[src/rtl/round_ctrl_if.sv]
// Bus between the keyboard/tank datapaths and the round referee.
// Carries the keycode, tile positions and all round-control outputs.
interface round_ctrl_if;
  logic        [7:0]  keycode;
  logic signed [31:0] Tank1X, Tank1Y, Tank2X, Tank2Y;
  logic signed [31:0] Bul1X, Bul1Y, Bul2X, Bul2Y;
  logic               tank_rst;
  logic               run_en;
  logic        [3:0]  score1, score2;
  logic        [2:0]  state;
  logic        [1:0]  winner;

  modport master (
    output keycode, Tank1X, Tank1Y, Tank2X, Tank2Y, Bul1X, Bul1Y, Bul2X, Bul2Y,
    input  tank_rst, run_en, score1, score2, state, winner
  );

  modport slave (
    input  keycode, Tank1X, Tank1Y, Tank2X, Tank2Y, Bul1X, Bul1Y, Bul2X, Bul2Y,
    output tank_rst, run_en, score1, score2, state, winner
  );
endinterface

[src/rtl/round_ctrl.sv]
// Round sequencer and referee for the two-tank game: detects bullet hits,
// keeps scores and runs IDLE/COUNTDOWN/PLAY/HIT_PAUSE/GAME_OVER.
module round_ctrl #(
  parameter int unsigned WIN_SCORE    = 5,
  parameter int unsigned COUNT_FRAMES = 180,
  parameter int unsigned PAUSE_FRAMES = 120,
  parameter logic [7:0]  START_KEY    = 8'h2C
) (
  input  logic         frame_clk,
  input  logic         Reset,
  round_ctrl_if.slave  bus
);

  typedef enum logic [2:0] {
    IDLE      = 3'd0,
    COUNTDOWN = 3'd1,
    PLAY      = 3'd2,
    HIT_PAUSE = 3'd3,
    GAME_OVER = 3'd4
  } state_t;

  localparam int unsigned MAXF = (COUNT_FRAMES > PAUSE_FRAMES) ? COUNT_FRAMES : PAUSE_FRAMES;
  localparam int unsigned CW   = $clog2(MAXF + 1);

  state_t        st;
  logic [CW-1:0] cnt;
  logic [7:0]    prev_key;
  logic          tank_rst_q, run_en_q;
  logic [3:0]    score1_q, score2_q;
  logic [1:0]    winner_q;

  logic       start, hit1, hit2, any_hit;
  logic [3:0] nxt1, nxt2;

  always_comb begin
    start   = (bus.keycode == START_KEY) && (prev_key != START_KEY);
    hit1    = !bus.Bul1X[31] && !bus.Bul1Y[31] &&
              (bus.Bul1X == bus.Tank2X) && (bus.Bul1Y == bus.Tank2Y);
    hit2    = !bus.Bul2X[31] && !bus.Bul2Y[31] &&
              (bus.Bul2X == bus.Tank1X) && (bus.Bul2Y == bus.Tank1Y);
    any_hit = hit1 || hit2;
    nxt1    = score1_q;
    nxt2    = score2_q;
    // A simultaneous hit is a draw: neither score moves.
    if (hit1 && !hit2) nxt1 = score1_q + 4'd1;
    if (hit2 && !hit1) nxt2 = score2_q + 4'd1;
  end

  always_ff @(posedge frame_clk) begin
    if (Reset) begin
      st         <= IDLE;
      cnt        <= '0;
      prev_key   <= '0;
      tank_rst_q <= 1'b0;
      run_en_q   <= 1'b0;
      score1_q   <= '0;
      score2_q   <= '0;
      winner_q   <= '0;
    end else begin
      prev_key   <= bus.keycode;
      tank_rst_q <= 1'b0;
      case (st)
        IDLE, GAME_OVER: begin
          run_en_q <= 1'b0;
          if (start) begin
            st         <= COUNTDOWN;
            score1_q   <= '0;
            score2_q   <= '0;
            winner_q   <= '0;
            tank_rst_q <= 1'b1;
            cnt        <= CW'(COUNT_FRAMES - 1);
          end
        end
        COUNTDOWN: begin
          if (cnt == '0) begin
            st       <= PLAY;
            run_en_q <= 1'b1;
          end else begin
            run_en_q <= 1'b0;
            cnt      <= cnt - 1'b1;
          end
        end
        PLAY: begin
          run_en_q <= 1'b1;
          if (any_hit) begin
            run_en_q <= 1'b0;
            score1_q <= nxt1;
            score2_q <= nxt2;
            cnt      <= CW'(PAUSE_FRAMES - 1);
            if (nxt1 == 4'(WIN_SCORE)) begin
              st       <= GAME_OVER;
              winner_q <= 2'd1;
            end else if (nxt2 == 4'(WIN_SCORE)) begin
              st       <= GAME_OVER;
              winner_q <= 2'd2;
            end else begin
              st <= HIT_PAUSE;
            end
          end
        end
        HIT_PAUSE: begin
          run_en_q <= 1'b0;
          if (cnt == '0) begin
            st         <= COUNTDOWN;
            tank_rst_q <= 1'b1;
            cnt        <= CW'(COUNT_FRAMES - 1);
          end else begin
            cnt <= cnt - 1'b1;
          end
        end
        default: begin
          st       <= IDLE;
          run_en_q <= 1'b0;
        end
      endcase
    end
  end

  assign bus.tank_rst = tank_rst_q;
  assign bus.run_en   = run_en_q;
  assign bus.score1   = score1_q;
  assign bus.score2   = score2_q;
  assign bus.state    = st;
  assign bus.winner   = winner_q;

endmodule
[src/flat_wrapper.sv]
// flat-port wrapper written by rule: the top's interface ports become plain ports
module round_ctrl_flat 
#(
  parameter int unsigned WIN_SCORE    = 5,
  parameter int unsigned COUNT_FRAMES = 180,
  parameter int unsigned PAUSE_FRAMES = 120,
  parameter logic [7:0]  START_KEY    = 8'h2C
)
  (frame_clk, Reset, bus_keycode, bus_Tank1X, bus_Tank1Y, bus_Tank2X, bus_Tank2Y, bus_Bul1X, bus_Bul1Y, bus_Bul2X, bus_Bul2Y, bus_tank_rst, bus_run_en, bus_score1, bus_score2, bus_state, bus_winner);
  round_ctrl_if bus_i ();
  input  logic frame_clk;
  input  logic Reset;
  input wire logic [$bits(bus_i.keycode)-1:0] bus_keycode;
  input wire logic [$bits(bus_i.Tank1X)-1:0] bus_Tank1X;
  input wire logic [$bits(bus_i.Tank1Y)-1:0] bus_Tank1Y;
  input wire logic [$bits(bus_i.Tank2X)-1:0] bus_Tank2X;
  input wire logic [$bits(bus_i.Tank2Y)-1:0] bus_Tank2Y;
  input wire logic [$bits(bus_i.Bul1X)-1:0] bus_Bul1X;
  input wire logic [$bits(bus_i.Bul1Y)-1:0] bus_Bul1Y;
  input wire logic [$bits(bus_i.Bul2X)-1:0] bus_Bul2X;
  input wire logic [$bits(bus_i.Bul2Y)-1:0] bus_Bul2Y;
  output wire logic [$bits(bus_i.tank_rst)-1:0] bus_tank_rst;
  output wire logic [$bits(bus_i.run_en)-1:0] bus_run_en;
  output wire logic [$bits(bus_i.score1)-1:0] bus_score1;
  output wire logic [$bits(bus_i.score2)-1:0] bus_score2;
  output wire logic [$bits(bus_i.state)-1:0] bus_state;
  output wire logic [$bits(bus_i.winner)-1:0] bus_winner;
  assign bus_i.keycode = bus_keycode;
  assign bus_i.Tank1X = bus_Tank1X;
  assign bus_i.Tank1Y = bus_Tank1Y;
  assign bus_i.Tank2X = bus_Tank2X;
  assign bus_i.Tank2Y = bus_Tank2Y;
  assign bus_i.Bul1X = bus_Bul1X;
  assign bus_i.Bul1Y = bus_Bul1Y;
  assign bus_i.Bul2X = bus_Bul2X;
  assign bus_i.Bul2Y = bus_Bul2Y;
  assign bus_tank_rst = bus_i.tank_rst;
  assign bus_run_en = bus_i.run_en;
  assign bus_score1 = bus_i.score1;
  assign bus_score2 = bus_i.score2;
  assign bus_state = bus_i.state;
  assign bus_winner = bus_i.winner;
  round_ctrl #(.WIN_SCORE(WIN_SCORE), .COUNT_FRAMES(COUNT_FRAMES), .PAUSE_FRAMES(PAUSE_FRAMES), .START_KEY(START_KEY)) u_core (.frame_clk(frame_clk), .Reset(Reset), .bus(bus_i));
endmodule
[config.mk]
export PLATFORM = sky130hd
export DESIGN_NAME = round_ctrl_flat
export DESIGN_NICKNAME = d
export VERILOG_FILES = /design/src/rtl/round_ctrl_if.sv /design/src/rtl/round_ctrl.sv /design/src/flat_wrapper.sv
export SDC_FILE = /design/constraint.sdc
export NUM_CORES = 1
export LEC_CHECK = 0
export ABC_AREA = 0
export CORE_AREA = 4 4 108 110
export CTS_BUF_LIST = sky130_fd_sc_hd__clkbuf_4 sky130_fd_sc_hd__clkbuf_8 sky130_fd_sc_hd__clkbuf_16
export DETAILED_ROUTE_END_ITERATION = 8
export DIE_AREA = 0 0 112 114
export PLACE_DENSITY = 0.75
export SYNTH_ARGS = -nofsm -noshare
export SYNTH_HDL_FRONTEND = slang
export SYNTH_SLANG_ARGS = --single-unit
[constraint.sdc]
create_clock -name frame_clk -period 5.2 [get_ports frame_clk]
set_input_delay 1.04 -clock frame_clk [delete_from_list [all_inputs] [get_ports frame_clk]]
set_output_delay 1.04 -clock frame_clk [all_outputs]
set_load 0.05 [all_outputs]
==> impl_metrics.csv <==
group,metric,value,unit
sta,worst_slew_pin_slew,1.28,ns
place,dpl.hpwl,13900,um
power_and_ir_drop,total_power,0.761,mW
global_route,grt_pass1_wl,22600,um
global_route,grt_max_degree,27,
floorplan,coreArea,10700,um2
floorplan,dieArea,12800,um2
setup_path,r2r_slack,2.44,ns
cells_and_area,drive_gt1_share,2.02,%
clocking,cts.path.max_buffers,2,
sta,rsz0062_at_grt,"no",
place,placed_cell_area,5960,um2
routing,drtIter0Drc,150,
cells_and_area,mostFrequentLayoutCell,"clkdlybuf4s50_1",
yosys,syn_inst,366,
setup_path,cp-start-kind,"primary input",
sta,skew,0.0123,ns
clocking,cts_buffers,5,
place,portBuffers,280,
yosys,syn_area,3010,um2
yosys,ys_async_sr_fraction,0,%
sta,slew_headroom,14.0,%
yosys,synth_cell_types,44,
routing,drcViolationCount,0,
routing,vias_per_cell,4.82,
cells_and_area,stdcell_area,6040,um2
clocking,cts_hold_buf,0,
routing,wl_per_cell,19.9,um
power_and_ir_drop,powerDensity,126,nW/um2
setup_path,required,5.39,ns
setup_path,endpoint_kind,"flop",
sta,setup_viol,0,
yosys,postSynthAreaPerCell,8.22,um2
floorplan,start_util,28.1,%
setup_path,critPathMaxFanout,8,
place,gp_congestion,0.922,
clocking,clk_pin_slew,0.07,ns
global_route,antenna_found_initial,5,
sta,worst_hold_slack,0.497,ns
cells_and_area,nets,916,
global_route,grt_pass1_vias,3939,
clocking,cts_tree,"built",
floorplan,fp.dieH,114,um
power_and_ir_drop,peakVddDrop,0.0761,mV
global_route,grt.overflow.total,0,
sta,fmax,277,MHz
routing,wl,15600,um
run,max-cap-violations,0,
clocking,post_cts_buffers,0,
yosys,seq_area_frac_synth,20.6,%
routing,via_count,3789,
routing,postRouteAntennaNets,0,
cells_and_area,layout_common_cells,"clkdlybuf4s50_1 (280), xnor2_1 (130), nand4_1 (36)",
routing,dr.pass1.iters,4,
sta,finalHoldViolCount,0,
cells_and_area,final_util,56.4,%
sta,maxSlewViolCount,0,
sta,fin_crit,3.61,ns
hold_path,hold_path_class,"reg -> reg",
clocking,htreeDepth,2,
yosys,ys_seq_elements,31,
floorplan,fp.dieW,112,um
status,status,"finished clean",
setup_path,critPathKind,"in -> reg",
cells_and_area,area_growth_syn_to_layout,101,%
global_route,grt_use_total,23.0,%
clocking,clock_sinks,31,
sta,setup_tns,0,ns
floorplan,ioPinCount,281,
floorplan,num_rows,38,
place,post-place-ws,1.31,ns
power_and_ir_drop,p_leak,1.94,nW
yosys,synth_ff_type,"dfxtp_1",
place,dpl.cell_count,779,
clocking,cts-root-buf,"clkbuf_8",
clocking,clock_latency,0.28,ns
sta,postLayoutSetupSlackWorst,1.59,ns
setup_path,crit_arrival,3.79,ns
yosys,synth_warnings,0,
yosys,synth_edf_count,0,
sta,period_share,69.4,%
yosys,synth_nets,636,
clocking,post_cts_resized,0,
cells_and_area,fin_cells,786,
cells by family after synthesis:
family / synth area share, %
AOI/OAI and AO/OA: 12.8
xor gates and xnor gates: 37.8
adders and majority gates: 1.66
buffers and inverters: 2.12
DFF: 20.6
muxes: 0.998
and+or+nand+nor: 23.9
layer usage:
layer	share of wire (%)	wire [um]	track usage [%]	vias up
met1	44	6860	30.1	1706
met4	0.32	50	2.48	10
met3	8.9	1390	7.64	12
li1	-	-	-	1891
met2	46	7250	38.3	170
met5	0.44	69	0	-
cells in the mapped netlist, drive strengths merged (2+ instances only):
| master | number | area [um2] |
|---|---|---|
| a211oi | 6 | 45.0 |
| a21boi | 3 | 22.5 |
| a21oi | 17 | 88.8 |
| a31oi | 3 | 18.8 |
| a32o | 2 | 20.0 |
| and3 | 6 | 37.5 |
| clkbuf | 7 | 26.3 |
| dfxtp | 31 | 621 |
| ha | 4 | 50.1 |
| inv | 6 | 22.5 |
| mux2i | 3 | 30.0 |
| nand2 | 14 | 52.6 |
| nand3 | 7 | 35.0 |
| nand4 | 36 | 225 |
| nand4b | 2 | 17.5 |
| nor2 | 14 | 52.6 |
| nor2b | 12 | 75.1 |
| nor3 | 10 | 50.1 |
| nor4 | 12 | 81.3 |
| nor4b | 3 | 26.3 |
| o211ai | 3 | 22.5 |
| o21ai | 13 | 68.8 |
| o221a | 2 | 22.5 |
| o311a | 2 | 20.0 |
| or3 | 3 | 18.8 |
| xnor2 | 130 | 1140 |
critical path: stages:
cell and delay (ns):
clkdlybuf4s50_1 0.43, xnor2_1 0.22, nand4_1 0.12, nor4_1 0.49, and4_2 0.37, a21boi_0 0.20, nor2_1 0.50, a21oi_1 0.14
a211oi_1 0.29
power breakdown:
group          switching (mW)  internal [mW]
Sequential            0.00119          0.241
Combinational          0.0963          0.246
Clock                  0.0825         0.0943
registers in the layout, indices dropped and copies added (netlist names):
signal / cells
u_core.bus.run_en: 1
u_core.bus.tank_rst: 1
u_core.bus.score1: 4
u_core.bus.winner: 2
u_core.prev_key: 8
u_core.bus.state: 3
u_core.bus.score2: 4
u_core.cnt: 8
final cells by class:
type	instances	area, um2
Antenna cell	1	2.50
Clock buffer	6	76.3
Fill cell	996	4660
Inverter	7	26.3
Multi-Input combinational cell	320	2320
Sequential cell	31	621
Tap cell	140	175
Timing Repair Buffer	281	2810
path summary, 6_finish.rpt:
kind	startpoint	to	depth (start not counted)
worst max-delay path	bus_Tank2X[10]	u_core.bus.score2[2]	9
worst min-delay path	u_core.cnt[6]	u_core.cnt[6]	2
worst max register to register	u_core.prev_key[4]	u_core.bus.winner[1]	6
worst min register to register	u_core.cnt[6]	u_core.cnt[6]	2
Power figures use the tool's default switching activity.
